===== config.mk =====
export PLATFORM = sky130hd
export DESIGN_NAME = mux_n1_flop_rr
export DESIGN_NICKNAME = d
export VERILOG_FILES = /design/src/rtl/mux_n1_flop_rr.sv
export SDC_FILE = /design/constraint.sdc
export NUM_CORES = 1
export LEC_CHECK = 0
export ABC_AREA = 1
export BUFFER_PORTS_ARGS = -buffer_cell sky130_fd_sc_hd__buf_4
export CAP_MARGIN = 20
export CORE_MARGIN = 3
export CORE_UTILIZATION = 35
export CTS_BUF_LIST = sky130_fd_sc_hd__clkbuf_8
export DETAILED_ROUTE_END_ITERATION = 10
export GPL_ROUTABILITY_DRIVEN = 0
export GPL_TIMING_DRIVEN = 0
export PLACE_DENSITY = 0.57
export SYNTH_ARGS = -nofsm -noshare
export SYNTH_HDL_FRONTEND = slang
export SYNTH_SLANG_ARGS = --single-unit

===== constraint.sdc =====
create_clock -name clk -period 1.3 [get_ports clk]
set_input_delay 0.26 -clock clk [delete_from_list [all_inputs] [get_ports clk]]
set_output_delay 0.26 -clock clk [all_outputs]
set_load 0.01 [all_outputs]

===== src/rtl/mux_n1_flop_rr.sv =====
// Registered N:1 channel multiplexer with external or round-robin selection,
// a one-cycle valid flag, and per-bit saturating rising-edge counters on data_out.
module mux_n1_flop_rr #(
  parameter int unsigned WIDTH     = 2,
  parameter int unsigned CHANNELS  = 4,
  parameter int unsigned SEL_W     = $clog2(CHANNELS),
  parameter int unsigned CNT_WIDTH = 7
) (
  input  logic                          clk,
  input  logic                          reset_L,
  input  logic [CHANNELS*WIDTH-1:0]     data_in,
  input  logic [SEL_W-1:0]              selector,
  input  logic                          mode,
  input  logic                          enable,
  input  logic                          clear_count,
  output logic [WIDTH-1:0]              data_out,
  output logic                          valid_out,
  output logic [SEL_W-1:0]              sel_out,
  output logic [WIDTH*CNT_WIDTH-1:0]    rise_count
);

  localparam logic [SEL_W:0]   CH_LIM  = (SEL_W+1)'(CHANNELS);
  localparam logic [SEL_W-1:0] LAST_CH = SEL_W'(CHANNELS - 1);

  logic [WIDTH-1:0]     data_q, data_d;
  logic                 valid_q, valid_d;
  logic [SEL_W-1:0]     sel_q, sel_d;
  logic [SEL_W-1:0]     rr_q, rr_d;
  logic [CNT_WIDTH-1:0] cnt_q [WIDTH];
  logic [CNT_WIDTH-1:0] cnt_d [WIDTH];

  logic [SEL_W-1:0]     chosen;
  logic                 in_range;
  logic [WIDTH-1:0]     chan;

  // Only external selection can point past the last channel; rr_q never does.
  always_comb begin
    chosen   = mode ? rr_q : selector;
    in_range = ({1'b0, chosen} < CH_LIM);
    chan     = '0;
    for (int unsigned k = 0; k < CHANNELS; k++) begin
      if (chosen == SEL_W'(k)) chan = data_in[k*WIDTH +: WIDTH];
    end
  end

  always_comb begin
    data_d  = data_q;
    sel_d   = sel_q;
    valid_d = 1'b0;
    rr_d    = rr_q;
    if (enable) begin
      data_d  = in_range ? chan : '0;
      sel_d   = chosen;
      valid_d = in_range;
      if (mode) rr_d = (rr_q == LAST_CH) ? '0 : rr_q + SEL_W'(1);
    end
  end

  // A rise is judged at the register output: next value 1 while current value 0.
  always_comb begin
    for (int unsigned i = 0; i < WIDTH; i++) begin
      cnt_d[i] = cnt_q[i];
      if (clear_count)
        cnt_d[i] = '0;
      else if (data_d[i] && !data_q[i] && (cnt_q[i] != '1))
        cnt_d[i] = cnt_q[i] + CNT_WIDTH'(1);
    end
  end

  always_ff @(posedge clk or negedge reset_L) begin
    if (!reset_L) begin
      data_q  <= '0;
      valid_q <= 1'b0;
      sel_q   <= '0;
      rr_q    <= '0;
      for (int unsigned i = 0; i < WIDTH; i++) cnt_q[i] <= '0;
    end else begin
      data_q  <= data_d;
      valid_q <= valid_d;
      sel_q   <= sel_d;
      rr_q    <= rr_d;
      for (int unsigned i = 0; i < WIDTH; i++) cnt_q[i] <= cnt_d[i];
    end
  end

  assign data_out  = data_q;
  assign valid_out = valid_q;
  assign sel_out   = sel_q;

  always_comb begin
    rise_count = '0;
    for (int unsigned i = 0; i < WIDTH; i++) rise_count[i*CNT_WIDTH +: CNT_WIDTH] = cnt_q[i];
  end

endmodule


==> flow_metrics.tcl, run 1 <==
set metrics [dict create \
    outcome "finished, violations left" \
    violations "setup timing" \
    holdPathStages 1 \
    synth_top_area_share_pct 38.6 \
    drc_errors 0 \
    hold-path-endpoint "valid_out" \
    worstSetupPathType "flip-flop to flip-flop" \
    synth_edf_count 0 \
    firstDrtPassIters 4 \
    rrSetupSlack_ns -0.12 \
    setup_viol 15 \
    vias_per_cell 4.82 \
    cts_root_buf "clkbuf_8" \
    cp_max_fo 4 \
    synth.avg_cell_area_um2 7.47 \
    ys_seq_area_share_pct 38.6 \
    nNetsFinal 259 \
    syn_nets 200 \
    htree_levels 1 \
    ir_worst_vdd_uv 648 \
    dp_hpwl_um 2360 \
    numPortBuffers 33 \
    initial_core_util_pct 36.6 \
    finalHoldViolCount 0 \
    grt_pass1_vias 1279 \
    placed_cell_area_um2 1680 \
    synth.cell_area_um2 1360 \
    max_freq_mhz 702 \
    ios 34 \
    ys.flop_type "dfrtp_1" \
    dieArea_um2 4670 \
    cts_tree "done" \
    wl_um 3610 \
    worstMarginPinSlew_ns 0.295 \
    num_rows 22 \
    gr-total-overflow 0 \
    grt_pass1_wl_um 5920 \
    drtAntennaViolNets 0 \
    grt_max_degree 22 \
    whs_ns 0.137 \
    maxSlewViolCount 0 \
    r2r_end "rise_count[6]" \
    clkTransAtPathRegs_ns 0.09 \
    synth_area_leaders "dfrtp_1 (39%), nand2_1 (12%), inv_1 (8.6%), nand3_1 (8.5%), nand4_1 (7.8%)" \
    finalInstanceArea_um2 2080 \
    die_width_um 68.3 \
    cts_buffers 3 \
    nFillCells 362 \
    die_h_um 68.3 \
    async_flop_share_pct 100 \
    critical_path_required_ns 1.51 \
    synthToLayoutAreaGrowth_pct 52.6 \
    period_share_pct 110 \
    hold_class "primary input to flip-flop" \
    p_leak_uw 0.00115 \
    cp.arrival_ns 1.64 \
    r2r_start "rise_count[1]" \
    routedWlPerCell_um 12.5 \
    worstHoldStart "enable" \
    synth_commonest_cells "nand2_1 (45), inv_1 (31), nand3_1 (23)" \
    yosys.area.top_type "dfrtp_1" \
    powerDensity_nw_per_um2 1030 \
    drive_gt1_share_pct 43.8 \
    skew_ns 0.00581 \
    fin_ws_ns -0.124 \
    ys_warn_count 0 \
    clk_latency_ns 0.27 \
    clk_path_buf_depth 2 \
    diodes 0 \
    syn_inst 182 \
    reg2reg_depth 9 \
    clock-sinks 21 \
    yosysMostFrequentCell "nand2_1" \
    start_kind "flip-flop" \
    num_vias 1388 \
    drt-initial-drc-count 48 \
    min_period_ns 1.42 \
    end_kind "flip-flop" \
    slew_headroom_pct 80.4 \
    grt_setup_unrepaired "true" \
    ys_types 22 \
    placed_cells 263 \
    antenna_found_initial 0 \
    track_usage_pct 16.7 \
    coreArea_um2 3720 \
    ys_seq_elements 21 \
    fin_cells 288 \
    maxCapViolCount 0 \
]
==> final cells by class <==
cell class	count	area, um^2	share of cell area, %
clock buffers	3	41.3	1.99
well taps	48	60.1	2.89
repair buffers	54	435	21.0
flip-flops and latches	21	528	25.4
plain buffers	2	10.0	0.482
clock inverters	1	5.00	0.241
multi-input cells	126	872	42.0
inverters	33	124	5.97
==> how the worst max path moves through the flow <==
stage / startpoint / end / slack, ns / cells after the start
6_report: rise_count[1] / rise_count[6] / -0.12 / 9
5_1_grt: rise_count[1] / rise_count[2] / -0.21 / 9
4_1_cts: rise_count[0] / rise_count[6] / -0.12 / 9
3_5_place_dp: rise_count[0] / rise_count[6] / -0.43 / 9
3_3_place_gp: rise_count[0] / rise_count[1] / -0.43 / 9
2_1_floorplan: rise_count[0] / rise_count[4] / -0.19 / 9
==> registers in the layout (all words and copies together) (netlist names) <==
| register | count |
|---|---|
| rise_count | 14 |
| rr_q | 2 |
| valid_out | 1 |
| sel_out | 2 |
| data_out | 2 |
==> repair_timing <==
item	in CTS	in global routing
buffers inserted	12	8
resized for setup	23	18
setup endpoints to repair	14	14
pin swaps	10	15
hold endpoints to repair	21	0
hold buffers	1	0
==> power by group <==
part	internal [uW]	switching [uW]	leakage, uW
Clock	214	239	0.0000255
Combinational	430	468	0.000847
Sequential	724	59.4	0.000273
==> layout by cell type, fill, tap and decap left out, drive strengths merged <==
master,count
o21ai,4
xnor2,3
ha,3
a21o,1
a31oi,1
nand3,27
nand3b,2
inv,33
o21bai,2
clkinv,1
xor2,3
o31ai,1
nor2,11
a21oi,1
dfrtp,21
nand4,17
nand2,50
buf,55
dlygate4sd3,1
clkbuf,3
==> metrics by stage <==
stage,TNS [ns],util (%),power [uW],worst slack [ns]
floorplan,-2.25,-,1150,-0.193
global placement,-5.08,45.3,1360,-0.428
detailed placement,-5.17,45.3,1370,-0.428
CTS,-0.826,52.4,2010,-0.117
global route,-2.33,55.9,2280,-0.213
finish,-1.06,55.9,2130,-0.124
==> critical path, stage by stage, from the launching register on <==
cell and delay, ns:
dfrtp_1 0.39, ha_2 0.20, inv_2 0.07, nor2_4 0.04
nand3_2 0.09, nor2_4 0.05, nor2_4 0.18, buf_4 0.16
nand4_1 0.11, nand2_2 0.09
==> layer usage <==
| metal | vias up | global-route usage [%] | routed length, um |
|---|---|---|---|
| li1 | 708 | - | - |
| met1 | 659 | 21.8 | 1640 |
| met2 | 19 | 28.3 | 1820 |
| met3 | 2 | 4.27 | 129 |
| met4 | 0 | 2.23 | 11 |
| met5 | - | 0 | 0 |
==> cells by family (layout without fill, tap and decap cells) <==
logic type	count (synthesis)	in the layout	share of synthesized area, %
buffers and inverters	35	93	9.84
adder cells (fa/ha/maj)	3	3	2.76
AO/OA/AOI/OAI	10	10	4.97
AND/OR/NAND/NOR	107	107	39.9
XOR/XNOR	6	6	3.86
flip-flops	21	21	38.6
Power figures use the tool's default switching activity.
==> run 2, diff against run 1 <==
Settings changed: ABC_AREA 1 to unset, PLACE_DENSITY 0.57 to 0.58, SKIP_LAST_GASP set to 1.
==> flow_metrics.tcl, run 2 <==
set metrics [dict create \
    r2r_start "rr_q[1]" \
    nFillCells 314 \
    ir_worst_vdd_uv 748 \
    mostFrequentLayoutCells "buf_4 (45), dfrtp_1 (18), a21oi_1 (12), inv_1 (9)" \
    cts_buffers 3 \
    coreArea_um2 3180 \
    vias_per_cell 5.17 \
    maxSlewViolCount 0 \
    firstDrtPassIters 4 \
    grt_max_degree 22 \
    max_freq_mhz 570 \
    ios 34 \
    htree_levels 1 \
    p_leak_uw 0.000788 \
    cp_max_fo 7 \
    routedWlPerCell_um 13.8 \
    numPortBuffers 32 \
    outcome "finished, violations left" \
    min_period_ns 1.75 \
    critical_path_required_ns 1.45 \
    ys_warn_count 0 \
    antenna_found_initial 0 \
    die_width_um 64.7 \
    synthXorXnorAreaFrac_pct 0.725 \
    synth-adder-area-share_pct 3.11 \
    period_share_pct 135 \
    hold_class "primary input to flip-flop" \
    diodes 0 \
    worstSetupPathType "flip-flop to flip-flop" \
    yosysMostFrequentCell "dfrtp_1" \
    syn_nets 146 \
    wl_um 3080 \
    num_rows 20 \
    largest_reg_flops 14 \
    reg2reg_depth 7 \
    synth_top_family_by_area "simple AND/OR/NAND/NOR gates" \
    async_flop_share_pct 100 \
    synth_top_area_share_pct 43.5 \
    total_power_uw 2020 \
    slew_headroom_pct 65.6 \
    drc_errors 0 \
    ys.flop_type "dfrtp_1" \
    drive_gt1_share_pct 38.5 \
    end_kind "flip-flop" \
    yosys.area.top_type "dfrtp_1" \
    grt_setup_unrepaired "true" \
    synth_area_leaders "dfrtp_1 (44%), a21oi_1 (5.8%), mux2i_1 (4.1%), o21ai_0 (3.7%), or3_1 (3.6%)" \
    synth.cell_area_um2 1210 \
    die_h_um 64.7 \
    fin_ws_ns -0.453 \
    cts_root_buf "clkbuf_8" \
    grt_pass1_wl_um 5200 \
    cts_tree "done" \
    hold-path-endpoint "valid_out" \
    rrSetupSlack_ns -0.45 \
    worstMarginPinSlew_ns 0.516 \
    maxCapViolCount 0 \
    num_vias 1154 \
    grt_pass1_vias 1152 \
    final_common_cell "buf_4" \
    finalHoldViolCount 0 \
    worstHoldStart "enable" \
    violations "setup timing" \
    dieArea_um2 4190 \
    r2r_end "rise_count[0]" \
    synth_edf_count 0 \
    powerDensity_nw_per_um2 1170 \
    initial_core_util_pct 38.0 \
    synthSimpleGateAreaFrac_pct 22.7 \
    synth_commonest_cells "dfrtp_1 (21), a21oi_1 (14), o21ai_0 (9)" \
    start_kind "flip-flop" \
    synth_mux_area_share_pct 6.01 \
    ys_seq_elements 21 \
    setup_viol 15 \
    clk_latency_ns 0.26 \
    gr-total-overflow 0 \
    post-place-ws_ns -0.543 \
    syn_inst 128 \
    synth.avg_cell_area_um2 9.43 \
    holdPathStages 1 \
    ys_types 37 \
    skew_ns 0.00416 \
    drtAntennaViolNets 0 \
    clock-sinks 21 \
    ys_seq_area_share_pct 43.5 \
    nNetsFinal 198 \
    clk_path_buf_depth 2 \
    cp.arrival_ns 1.91 \
    dp_hpwl_um 2210 \
    track_usage_pct 16.0 \
    synthToLayoutAreaGrowth_pct 42.9 \
    drt-initial-drc-count 64 \
    synth_compound_area_share_pct 16.7 \
    clkTransAtPathRegs_ns 0.07 \
]
==> run 2: power by group <==
group / total (uW) / internal, uW / switching [uW]
combinational: 798 / 447 / 351
sequential: 805 / 731 / 73.9
clock: 421 / 211 / 210
total: 2020 / 1390 / 635
==> run 2: cell type report <==
class | instances | area (um^2) | area share [%]
repair buffers | 47 | 357 | 20.7
multi-input cells | 92 | 646 | 37.4
clock inverters | 1 | 3.75 | 0.218
flip-flops and latches | 21 | 529 | 30.7
clock buffers | 3 | 41.3 | 2.39
inverters | 8 | 30.0 | 1.74
plain buffers | 7 | 63.8 | 3.70
well taps | 44 | 55.1 | 3.19
==> run 2: critical path, stage by stage, from the launching register on <==
cell	delay, ns
dfrtp_1	0.40
buf_6	0.14
buf_4	0.13
a31oi_1	0.12
nand4b_1	0.21
buf_4	0.21
nor2b_4	0.13
mux2_4	0.30
==> run 2: worst max path at each step <==
stage	endpoint	slack, ns	from	cells after the start
after CTS	rise_count[11]	-0.46	rr_q[1]	7
final	rise_count[0]	-0.45	rr_q[1]	7
after global placement	rise_count[3]	-0.53	mode	8
after floorplan	rise_count[3]	-0.31	rr_q[1]	7
after detailed placement	rise_count[3]	-0.54	mode	8
after global routing	rise_count[11]	-0.59	rr_q[1]	7
==> run 2: metal layers <==
layer / track usage (%) / wire (um)
met5: 0 / 0
met4: 5.54 / 42
met3: 4.33 / 157
met2: 26.1 / 1460
met1: 20.2 / 1420
==> run 2: kinds of logic (layout without fill, tap and decap cells) <==
logic type | Yosys count | in the layout
and+or+nand+nor | 48 | 48
buffers and inverters | 15 | 66
adders and majority gates | 3 | 3
AOI/OAI and AO/OA | 33 | 33
muxes | 7 | 7
DFF | 21 | 21
xor gates and xnor gates | 1 | 1
==> run 2: per-stage QoR <==
step           TNS, ns  cell area (um^2)  cells  hold WS [ns]  util [%]
6_report         -5.48              1730    223         0.119      54.3
5_1_grt          -7.33              1730    223         0.102      54.3
4_1_cts          -5.45              1710    222         0.114      53.8
3_5_place_dp     -5.97              1540    204         0.168      48.5
3_3_place_gp     -5.58              1540    204         0.167      48.5
2_1_floorplan    -3.61              1250    128       -0.0356         -
==> run 2: repair_timing <==
item                                    in CTS  in global routing
endpoints found under the setup margin      15                 15
setup buffers                               13                  1
resized for setup                            8                  6
pin swaps                                    6                  4
hold buffers                                 1                  0
endpoints found under the hold margin       21                  0
==> run 3, diff against run 2 <==
Settings changed: ABC_AREA set to 1, PLACE_DENSITY 0.58 to 0.57, REMOVE_ABC_BUFFERS set to 1.
==> flow_metrics.tcl, run 3 (same netlist as run 1, synthesis figures left out) <==
set metrics [dict create \
    outcome "finished, violations left" \
    violations "setup timing" \
    mostFrequentLayoutCells "nand2_1 (43), buf_4 (41), inv_1 (31), dfrtp_1 (19), nand4_1 (17)" \
    drt-initial-drc-count 47 \
    die_width_um 68.3 \
    maxSlewViolCount 0 \
    grt_pass1_wl_um 5380 \
    placed_cell_area_um2 1660 \
    dp_hpwl_um 2160 \
    num_vias 1308 \
    largest_reg_flops 14 \
    clkTransAtPathRegs_ns 0.07 \
    hold-path-endpoint "valid_out" \
    fin_ws_ns -0.117 \
    numPortBuffers 33 \
    placed_cells 261 \
    firstDrtPassIters 4 \
    p_leak_uw 0.00109 \
    cp.arrival_ns 1.57 \
    vias_per_cell 4.74 \
    cts_buffers 3 \
    min_period_ns 1.42 \
    finalInstanceArea_um2 1940 \
    post-place-ws_ns -0.472 \
    r2r_start "rise_count[1]" \
    drive_gt1_share_pct 37.7 \
    finalHoldViolCount 0 \
    clock-sinks 21 \
    reg2reg_depth 9 \
    cpPeakStageDelay_ns 0.40 \
    fin_util_pct 52.2 \
    critPathTopFamily "simple AND/OR/NAND/NOR gates" \
    cpMostUsedCell "nor2_4" \
    powerDensity_nw_per_um2 992 \
    fin_cells 276 \
    synthToLayoutAreaGrowth_pct 42.7 \
    setup_viol 14 \
    coreArea_um2 3720 \
    r2r_end "rise_count[0]" \
    nFillCells 374 \
    grt_max_degree 29 \
    critical_path.cell_chain "ha_2 > inv_2 > nor2_4 > nand3_2 > nor2_4 > nor2_4 > nand3_4 > nand3_2 > nand2_1" \
    tns_ns -0.914 \
    start_kind "flip-flop" \
    dieArea_um2 4670 \
    rrSetupSlack_ns -0.12 \
    drtAntennaViolNets 0 \
    diodes 0 \
    worstMarginPinSlew_ns 0.514 \
    skew_ns 0.00326 \
    cts_root_buf "clkbuf_8" \
    cts_tree "done" \
    clk_latency_ns 0.26 \
    track_usage_pct 14.9 \
    num_rows 22 \
    slew_headroom_pct 65.7 \
    final_common_cell "nand2_1" \
    worstHoldStart "enable" \
    maxCapViolCount 0 \
    grt_setup_unrepaired "true" \
    htree_levels 1 \
    period_share_pct 109 \
    cp_num_buf_inv 1 \
    clk_path_buf_depth 2 \
    die_h_um 68.3 \
    hold_class "primary input to flip-flop" \
    ios 34 \
    worstSetupPathType "flip-flop to flip-flop" \
    cp_max_fo 7 \
    max_freq_mhz 706 \
    cp_slowest_cell "dfrtp_1" \
    grt_pass1_vias 1255 \
    gr-total-overflow 0 \
    end_kind "flip-flop" \
    nNetsFinal 247 \
    drc_errors 0 \
    critical_path_required_ns 1.45 \
    antenna_found_initial 0 \
    initial_core_util_pct 36.6 \
    routedWlPerCell_um 11.7 \
    ir_worst_vdd_uv 396 \
    wl_um 3240 \
    holdPathStages 1 \
]
==> run 3: cell count changes in the layout (fill, tap and decap cells not counted), moves of 6 or more <==
cell	before	now
nand2_1	8	43
or3_1	7	0
nand4_1	5	17
nand3_1	4	10
a21oi_1	12	1
nand3_2	0	15
nor2_4	0	6
inv_1	9	31
==> run 3: timing repair <==
action                     in CTS  in global routing
setup buffers                   9                  1
setup endpoints to repair      14                 14
hold endpoints to repair       21                  0
resized for setup              20                 12
pin swaps                       8                 12
hold buffers                    1                  0
==> run 3: worst max-delay path by stage <==
stage / cells after the start / endpoint / start / slack [ns]
after detailed placement: 7 / rise_count[13] / rise_count[7] / -0.47
after CTS: 9 / rise_count[5] / rise_count[1] / -0.14
final: 9 / rise_count[0] / rise_count[1] / -0.12
after global routing: 9 / rise_count[1] / rise_count[0] / -0.19
after floorplan: 9 / rise_count[0] / rise_count[0] / -0.21
after global placement: 7 / rise_count[13] / rise_count[7] / -0.44
==> run 3: report_power, final <==
part / switching, uW / total (uW) / internal (uW)
Combinational: 416 / 712 / 296
Sequential: 67.3 / 791 / 724
Clock: 212 / 422 / 210
Total: 695 / 1930 / 1230
==> run 3: per-stage QoR <==
| stage | power (uW) | hold WS (ns) |
|---|---|---|
| 2_1_floorplan | 1140 | -0.0356 |
| 3_3_place_gp | 1360 | 0.162 |
| 3_5_place_dp | 1360 | 0.166 |
| 4_1_cts | 1910 | 0.144 |
| 5_1_grt | 2050 | 0.150 |
| 6_report | 1930 | 0.149 |
==> run 3: cell type report <==
cell class                      instances  area, um^2  share of cell area (%)
Clock inverter                          1        3.75                   0.193
Clock buffer                            3        41.3                    2.13
Timing Repair Buffer                   44         349                    18.0
Multi-Input combinational cell        126         835                    43.0
Tap cell                               48        60.1                    3.09
Inverter                               33         124                    6.38
Sequential cell                        21         528                    27.2
==> run 3: per-layer routing <==
layer  wire length (um)  GRT usage [%]  share of wire [%]  up-vias
li1                   -              -                  -      685
met1               1440           17.8                 44      597
met2               1660           27.0                 51       24
met3                109           2.30                3.4        2
met4                 26           4.96               0.80        0
met5                  0              0                  0        -
